<file path="config.mk">
export PLATFORM = sky130hd
export DESIGN_NAME = if_fetch_queue_flat
export DESIGN_NICKNAME = d
export VERILOG_FILES = /design/src/rtl/if_fetch_queue_if.sv /design/src/rtl/if_fetch_queue.sv /design/src/flat_wrapper.sv
export SDC_FILE = /design/constraint.sdc
export NUM_CORES = 1
export LEC_CHECK = 0
export CAP_MARGIN = 10
export CORE_ASPECT_RATIO = 1.2
export CORE_MARGIN = 8
export CORE_UTILIZATION = 48
export CTS_BUF_LIST = sky130_fd_sc_hd__clkbuf_4 sky130_fd_sc_hd__clkbuf_8 sky130_fd_sc_hd__clkbuf_16
export CTS_CLUSTER_DIAMETER = 100
export DETAILED_ROUTE_END_ITERATION = 10
export PLACE_DENSITY_LB_ADDON = 0.15
export SETUP_SLACK_MARGIN = 0.2
export SYNTH_ARGS = -nofsm -noshare
export SYNTH_HDL_FRONTEND = slang
export SYNTH_SLANG_ARGS = --single-unit
</file>
<file path="constraint.sdc">
create_clock -name clk -period 5.5 [get_ports clk]
set_input_delay 1.375 -clock clk [delete_from_list [all_inputs] [get_ports clk]]
set_output_delay 1.375 -clock clk [all_outputs]
set_load 0.005 [all_outputs]
</file>
<file path="src/rtl/if_fetch_queue_if.sv">
// Instruction-memory handshake and IF/ID output bundle of the decoupled fetch stage.
interface if_fetch_queue_if #(
    parameter int unsigned XLEN = 32
) ();
    logic            imem_req;
    logic [XLEN-1:0] imem_addr;
    logic            imem_gnt;
    logic            imem_rvalid;
    logic [31:0]     imem_rdata;
    logic            id_valid;
    logic [31:0]     id_instr;
    logic [XLEN-1:0] id_pc;
    logic [XLEN-1:0] id_pc_next;

    modport master (
        output imem_req, imem_addr, id_valid, id_instr, id_pc, id_pc_next,
        input  imem_gnt, imem_rvalid, imem_rdata
    );

    modport slave (
        input  imem_req, imem_addr, id_valid, id_instr, id_pc, id_pc_next,
        output imem_gnt, imem_rvalid, imem_rdata
    );
endinterface

</file>
<file path="src/rtl/if_fetch_queue.sv">
// Decoupled fetch engine: credit-limited requests to a variable-latency memory, response FIFO,
// and an IF/ID register honouring hazard stalls and EX/MEM redirects.
module if_fetch_queue #(
    parameter int unsigned     XLEN     = 32,
    parameter logic [XLEN-1:0] RESET_PC = '0,
    parameter int unsigned     FQ_DEPTH = 4,
    parameter int unsigned     PC_STEP  = 4
) (
    input  logic                      clk,
    input  logic                      reset,
    input  logic                      hazard,
    input  logic                      redirect_valid,
    input  logic [XLEN-1:0]           redirect_pc,
    if_fetch_queue_if.master          bus,
    output logic [$clog2(FQ_DEPTH):0] fq_count
);
    localparam int unsigned     PtrW  = $clog2(FQ_DEPTH);
    localparam int unsigned     CntW  = PtrW + 1;
    localparam logic [XLEN-1:0] Step  = XLEN'(PC_STEP);
    localparam logic [CntW:0]   Depth = (CntW + 1)'(FQ_DEPTH);

    logic [XLEN-1:0] pc_q, pc_d, rsp_pc_q, rsp_pc_d;
    logic [CntW-1:0] out_q, out_d, drop_q, drop_d, cnt_q, cnt_d;
    logic [PtrW-1:0] wptr_q, wptr_d, rptr_q, rptr_d;
    logic [31:0]     fifo_instr_q [FQ_DEPTH];
    logic [XLEN-1:0] fifo_pc_q    [FQ_DEPTH];
    logic            id_valid_q, id_valid_d;
    logic [31:0]     id_instr_q, id_instr_d;
    logic [XLEN-1:0] id_pc_q, id_pc_d, id_pc_next_q, id_pc_next_d;
    logic            credit_ok, req, issue, push, pop;

    // Outstanding requests reserve queue slots, so a response always finds room.
    assign credit_ok = ({1'b0, out_q} + {1'b0, cnt_q}) < Depth;
    assign req       = reset & ~redirect_valid & credit_ok;
    assign issue     = req & bus.imem_gnt;

    assign bus.imem_req   = req;
    assign bus.imem_addr  = pc_q;
    assign bus.id_valid   = id_valid_q;
    assign bus.id_instr   = id_instr_q;
    assign bus.id_pc      = id_pc_q;
    assign bus.id_pc_next = id_pc_next_q;
    assign fq_count       = cnt_q;

    always_comb begin
        pc_d         = pc_q;
        rsp_pc_d     = rsp_pc_q;
        out_d        = out_q;
        drop_d       = drop_q;
        cnt_d        = cnt_q;
        wptr_d       = wptr_q;
        rptr_d       = rptr_q;
        id_valid_d   = id_valid_q;
        id_instr_d   = id_instr_q;
        id_pc_d      = id_pc_q;
        id_pc_next_d = id_pc_next_q;
        push         = 1'b0;
        pop          = 1'b0;

        if (redirect_valid) begin
            // Everything still in flight after this cycle belongs to the wrong path.
            pc_d       = redirect_pc;
            rsp_pc_d   = redirect_pc;
            out_d      = out_q - CntW'(bus.imem_rvalid);
            drop_d     = out_d;
            cnt_d      = '0;
            wptr_d     = '0;
            rptr_d     = '0;
            id_valid_d = 1'b0;
            id_instr_d = '0;
        end else begin
            if (issue) begin
                pc_d = pc_q + Step;
            end
            out_d = out_q + CntW'(issue) - CntW'(bus.imem_rvalid);
            if (bus.imem_rvalid) begin
                if (drop_q != '0) begin
                    drop_d = drop_q - CntW'(1);
                end else begin
                    push     = 1'b1;
                    rsp_pc_d = rsp_pc_q + Step;
                end
            end
            pop = ~hazard & (cnt_q != '0);
            if (!hazard) begin
                if (pop) begin
                    id_valid_d   = 1'b1;
                    id_instr_d   = fifo_instr_q[rptr_q];
                    id_pc_d      = fifo_pc_q[rptr_q];
                    id_pc_next_d = fifo_pc_q[rptr_q] + Step;
                end else begin
                    id_valid_d = 1'b0;
                    id_instr_d = '0;
                end
            end
            if (push) begin
                wptr_d = wptr_q + PtrW'(1);
            end
            if (pop) begin
                rptr_d = rptr_q + PtrW'(1);
            end
            cnt_d = cnt_q + CntW'(push) - CntW'(pop);
        end
    end

    always_ff @(posedge clk) begin
        if (!reset) begin
            pc_q         <= RESET_PC;
            rsp_pc_q     <= RESET_PC;
            out_q        <= '0;
            drop_q       <= '0;
            cnt_q        <= '0;
            wptr_q       <= '0;
            rptr_q       <= '0;
            id_valid_q   <= 1'b0;
            id_instr_q   <= '0;
            id_pc_q      <= '0;
            id_pc_next_q <= '0;
        end else begin
            pc_q         <= pc_d;
            rsp_pc_q     <= rsp_pc_d;
            out_q        <= out_d;
            drop_q       <= drop_d;
            cnt_q        <= cnt_d;
            wptr_q       <= wptr_d;
            rptr_q       <= rptr_d;
            id_valid_q   <= id_valid_d;
            id_instr_q   <= id_instr_d;
            id_pc_q      <= id_pc_d;
            id_pc_next_q <= id_pc_next_d;
        end
    end

    // Storage needs no reset: occupancy is tracked by cnt_q and the pointers.
    always_ff @(posedge clk) begin
        if (push) begin
            fifo_instr_q[wptr_q] <= bus.imem_rdata;
            fifo_pc_q[wptr_q]    <= rsp_pc_q;
        end
    end
endmodule

</file>
<file path="src/flat_wrapper.sv">
// flat-port wrapper written by rule: the top's interface ports become plain ports
module if_fetch_queue_flat 
#(
    parameter int unsigned     XLEN     = 32,
    parameter logic [XLEN-1:0] RESET_PC = '0,
    parameter int unsigned     FQ_DEPTH = 4,
    parameter int unsigned     PC_STEP  = 4
)
  (clk, reset, hazard, redirect_valid, redirect_pc, fq_count, bus_imem_req, bus_imem_addr, bus_id_valid, bus_id_instr, bus_id_pc, bus_id_pc_next, bus_imem_gnt, bus_imem_rvalid, bus_imem_rdata);
  if_fetch_queue_if #(.XLEN(XLEN)) bus_i ();
  input  logic clk;
  input  logic reset;
  input  logic hazard;
  input  logic redirect_valid;
  input  logic [XLEN-1:0] redirect_pc;
  output logic [$clog2(FQ_DEPTH):0] fq_count;
  output wire logic [$bits(bus_i.imem_req)-1:0] bus_imem_req;
  output wire logic [$bits(bus_i.imem_addr)-1:0] bus_imem_addr;
  output wire logic [$bits(bus_i.id_valid)-1:0] bus_id_valid;
  output wire logic [$bits(bus_i.id_instr)-1:0] bus_id_instr;
  output wire logic [$bits(bus_i.id_pc)-1:0] bus_id_pc;
  output wire logic [$bits(bus_i.id_pc_next)-1:0] bus_id_pc_next;
  input wire logic [$bits(bus_i.imem_gnt)-1:0] bus_imem_gnt;
  input wire logic [$bits(bus_i.imem_rvalid)-1:0] bus_imem_rvalid;
  input wire logic [$bits(bus_i.imem_rdata)-1:0] bus_imem_rdata;
  assign bus_imem_req = bus_i.imem_req;
  assign bus_imem_addr = bus_i.imem_addr;
  assign bus_id_valid = bus_i.id_valid;
  assign bus_id_instr = bus_i.id_instr;
  assign bus_id_pc = bus_i.id_pc;
  assign bus_id_pc_next = bus_i.id_pc_next;
  assign bus_i.imem_gnt = bus_imem_gnt;
  assign bus_i.imem_rvalid = bus_imem_rvalid;
  assign bus_i.imem_rdata = bus_imem_rdata;
  if_fetch_queue #(.XLEN(XLEN), .RESET_PC(RESET_PC), .FQ_DEPTH(FQ_DEPTH), .PC_STEP(PC_STEP)) u_core (.clk(clk), .reset(reset), .hazard(hazard), .redirect_valid(redirect_valid), .redirect_pc(redirect_pc), .bus(bus_i), .fq_count(fq_count));
endmodule
</file>
# Word-level counts from Yosys, hierarchy flattened

Memories as Yosys holds them, arrays and structs flattened. A register that Yosys moved wholly into a read port is not among the register bits.
Index checks and enable logic that the tools add are counted.

Add/sub/neg operators: 12
Magnitude comparators: 1
Eq/ne operators: 1
Muxes and demuxes: 21
Bitwise operators: 7
Reductions and logical operators: 9

Operators with widths:

| cell                                               | number |
|---|---|
| 2-to-1 mux 32 bit                                  | 6 |
| adder 32 x 3 -> 32 bit, second input constant      | 3 |
| 2-to-1 mux 3 bit                                   | 4 |
| subtractor 3 x 1 -> 3 bit                          | 3 |
| 2-to-1 mux 2 bit                                   | 4 |
| 2-to-1 mux 1 bit                                   | 7 |
| adder 3 x 1 -> 3 bit                               | 2 |
| nonzero test 2 bit                                 | 3 |
| nonzero test 3 bit                                 | 2 |
| adder 2 x 1 -> 2 bit, second input constant        | 2 |
| adder 3 x 3 -> 4 bit                               | 1 |
| AND 1 bit                                          | 4 |
| < comparator 4 x 3 -> 1 bit, second input constant | 1 |
| AND reduction 2 bit                                | 2 |
| inverter 1 bit                                     | 3 |
| AND reduction 3 bit                                | 1 |
| subtractor 3 x 1 -> 3 bit, second input constant   | 1 |
| != test 2 bit, second input constant               | 1 |
| OR reduction 2 bit                                 | 1 |

Register bits after elaboration: 174
Bits in writable memories: 256
Memories: 2

Memory list:

| name                | words | bits a word | read ports | clocked after Yosys merged registers in | wr ports | line                 | RTL |
|---|---|---|---|---|---|---|---|
| u_core.fifo_instr_q | 4     | 32          | 1          | 1                                       | 1        | if_fetch_queue.sv:25 | `logic [31:0] fifo_instr_q [FQ_DEPTH];` |
| u_core.fifo_pc_q    | 4     | 32          | 1          | 1                                       | 1        | if_fetch_queue.sv:26 | `logic [XLEN-1:0] fifo_pc_q [FQ_DEPTH];` |

# Logic depth before layout (Yosys ltp)

Depth after elaboration: 7
Gate-level depth with buffers: 11
Depth with buffers taken out: 10

# Least setup slack after synthesis

Ideal clock, no wire load.

Kind: in2reg
From: in redirect_valid
To: mem u_core.fifo_instr_q[1][0], enable pin
Data arrival time: 3.523 ns
Setup slack: 1.548 ns
Cell stages on the path: 4
Cells stage by stage: inv_1 clkbuf_1 clkbuf_1 and3_1

Word-level cells in the longest chain between the ends: 3

Ends and longest elaborated chain:

| item                                   | line                  | RTL |
|---|---|---|
| start: declaration                     | flat_wrapper.sv:14    | `input logic redirect_valid;` |
| 2-to-1 mux 1 bit                       | if_fetch_queue.sv:60  | `if (redirect_valid) begin` |
| 2-to-1 mux 1 bit                       | if_fetch_queue.sv:136 | `if (push) begin` |
| 2-to-1 mux 1 bit (not written as such) | if_fetch_queue.sv:137 | `fifo_instr_q[wptr_q] <= bus.imem_rdata;` |
| end: declaration                       | if_fetch_queue.sv:25  |  |

No other way between the ends.

# Worst setup path after layout

From: in redirect_valid
To: out bus_imem_req

Word-level cells in the longest chain between the ends: 3

Ends and longest elaborated chain:

| item                     | line                 | RTL |
|---|---|---|
| inverter 1 bit (no line) | n/a                  |  |
| AND 1 bit (2 in a row)   | if_fetch_queue.sv:34 | `assign req = reset & ~redirect_valid & credit_ok;` |
| end: declaration         | flat_wrapper.sv:17   | `output wire logic [$bits(bus_i.imem_req)-1:0] bus_imem_req;` |

No other way between the ends.

==> flow_summary.ini <==
[timing]
maxClockFrequency_mhz = 244.8
layout_worst_path_cycle_share_pct = 74.26
worstMarginPinSlew_ps = 1035
rsz0062_at_grt = no
worst_clock_skew_ps = 13.86
max-slew-margin-rel_pct = 30.99
finalWorstPathRequiredPeriod_ps = 4084
final-max-slew-violation-count = 0
finalHoldViolCount = 0
setup_viol_count_final = 0
finalSetupTns_ps = 0

[placement]
finalWeightedCongestion = 0.8242
portBuffers = 202
placedCellCount = 1887
dp_hpwl_um = 26490

[clock_tree]
htreeDepth = 2
cts_root_buffer = sky130_fd_sc_hd__clkbuf_16
clock_insertion_delay_at_the_later_pin_of_the_skew_report_ps = 550
cts_setup_buffers = 0
cts.hold.buffers_added = 0
path_clk_slew_ps = 60
cts-root-to-sink-buffers = 3
tritoncts = built
cts_resized = 0
clock_sinks = 430
cts_inserted_buffers = 42

[detailed_routing]
drcViolationCount = 0
route.vias.total = 11101
antenna_violating_nets_post_route = 0
dr.first_iter.drc_count = 660
drtPass1Iterations = 5
routed_wire_length_per_instance_um = 20.33
wl_um = 39950
drt-vias-per-instance = 5.649

[worst_setup_path]
cp.arrival_ps = 2710
crit_path_max_fanout = 4
startpoint_type = input pin
critical_path_required_ps = 4120
timing.critical_path.to_type = output pin
worstSetupPathType = in -> out

[finish]
drive_gt1_share_pct = 11.51
layout.cells.non_filler = 1965
layout.filler_cells = 2808
area.sequential_um2 = 11180
nNetsFinal = 1558
insertedDiodeCount = 0
multiInputGateArea_um2 = 5552
flow.area_growth_from_synthesis_pct = 22.92

[run]
cap_viol_max_count = 0

[global_routing]
globalRouteTotalUtil_pct = 18.72
grt_antenna_before_repair = 1
grt_pass1_wl_um = 62840
grt_start_max_net_pins = 84
via_count_of_the_first_global_routing_pass = 11159
overflow = 0

[synthesis]
synth.cell_area_um2 = 17110
ys_ff_latch = 430
synth.yosys.warnings = 0
synthCells = 1269
cell_with_the_most_instances_after_synthesis = sky130_fd_sc_hd__edfxtp_1
postSynth.asyncResetShare_pct = 0
number_of_synthesized_flops_with_an_enable_pin = 256
avgSynthCellArea_um2 = 13.48
most_frequent_cells_after_synthesis = 256 x sky130_fd_sc_hd__edfxtp_1, 174 x sky130_fd_sc_hd__dfxtp_1, 120 x sky130_fd_sc_hd__nand2_1, 91 x sky130_fd_sc_hd__a21oi_1, 60 x sky130_fd_sc_hd__o21ai_0
ys.flop_type = sky130_fd_sc_hd__edfxtp_1
mappedNetlistNets = 1358
post-synth-top-area-fraction_pct = 44.93
count_of_different_cell_masters_after_synthesis = 56
ys_seq_area_share_pct = 65.29
synth_largest_area_cell = sky130_fd_sc_hd__edfxtp_1
yosys-top-cells-area = sky130_fd_sc_hd__edfxtp_1 45%, sky130_fd_sc_hd__dfxtp_1 20%, sky130_fd_sc_hd__mux4_2 7.6%

[floorplanning]
fp.dieArea_um2 = 41970
floorplan.initialDensity_pct = 48.75
die_h_um = 222.8
placementRows = 75
boundaryPins = 203
placeableCoreArea_um2 = 35100
die_width_um = 188.3

[run_status]
status = completed

[worst_hold_path]
min_path_type = reg -> reg

[pwr]
leakagePower_nw = 6.769
power-per-cell-area_nw_per_um2 = 337.0
ir_drop_v = 0.0001931
[per-layer routing]
layer  track usage, %  wire length [µm]  part of all wire [%]
met5                0                 0                     0
met3            3.917              2442                   6.1
met4            5.857               912                   2.3
met1            25.26             17860                    45
met2            30.01             18740                    47
[power breakdown]
group,internal [mW],total [mW],switching [mW],leakage (nW)
Clock,1.66,2.84,1.18,0.692
Sequential,3.53,3.64,0.106,3.76
Combinational,0.298,0.616,0.318,2.32
Total,5.48,7.09,1.61,6.77
[worst max-delay path: stages]
cell	delay [ps]
sky130_fd_sc_hd__clkdlybuf4s50_1	420
sky130_fd_sc_hd__nor2b_1	220
sky130_fd_sc_hd__and3_1	190
sky130_fd_sc_hd__clkdlybuf4s50_1	500
[logic make-up after synthesis]
group	Yosys count	share of synthesized area (%)
compound gates	244	8.447
xor+xnor	59	3.020
fa+ha+maj	19	1.477
buf+inv	94	2.399
flops	430	65.29
mux	65	8.615
simple gates	358	10.75
[through the flow]
step                      hold WS, ps  cell area, µm²  utilization (%)  total power, mW  setup slack (ps)
after floorplan                 452.7           17110                -            4.011              1548
after global placement          446.6           19650            55.98            4.310              1385
after detailed placement        448.7           19650            55.98            4.323              1393
after CTS                       456.8           21030            59.92            7.155              1377
after global routing            467.0           21030            59.92            7.339              1340
final                           454.8           21030            59.92            7.088              1416
[cell type report]
| type | count | share of cell area (%) |
|---|---|---|
| inverter | 23 | 0.4105 |
| multi-input combinational | 745 | 26.40 |
| sequential | 430 | 53.14 |
| timing repair buffer | 227 | 10.72 |
| clock inverter | 18 | 0.7675 |
| tap | 462 | 2.749 |
| clock buffer | 60 | 5.813 |
[cells in the final DEF, fill, tap and decap left out, types with 35 or more instances in the layout]
cell type                         synthesis  layout
sky130_fd_sc_hd__a21oi_1                 91      91
sky130_fd_sc_hd__dfxtp_1                174     172
sky130_fd_sc_hd__nand3_1                 35      35
sky130_fd_sc_hd__nor2_1                  59      58
sky130_fd_sc_hd__clkdlybuf4s50_1          0     201
sky130_fd_sc_hd__mux4_2                  58      58
sky130_fd_sc_hd__xor2_1                  37      37
sky130_fd_sc_hd__clkbuf_16                0      43
sky130_fd_sc_hd__nand2_1                120     120
sky130_fd_sc_hd__edfxtp_1               256     256
sky130_fd_sc_hd__o21ai_0                 60      60
[state kept, by name, indices dropped and copies added (netlist names), 30 cells and up, named ones only]
name and count:
u_core.bus.id_instr 32, u_core.fifo_pc_q 128, u_core.bus.id_pc_next 32, u_core.bus.id_pc 30, u_core.bus.imem_addr 32, u_core.fifo_instr_q 128
u_core.rsp_pc_q 32
[worst paths after layout]
path,from,to,slack [ps],cells after the start
setup / recovery,redirect_valid,bus_imem_req,1420,4
hold reg to reg,u_core.bus.id_pc[12],u_core.bus.id_pc[12],450,2
hold / removal,u_core.bus.id_pc[12],u_core.bus.id_pc[12],450,2
setup reg to reg,flip-flop,u_core.bus.id_pc_next[24],2170,5
(Power assumes the default switching activity.)
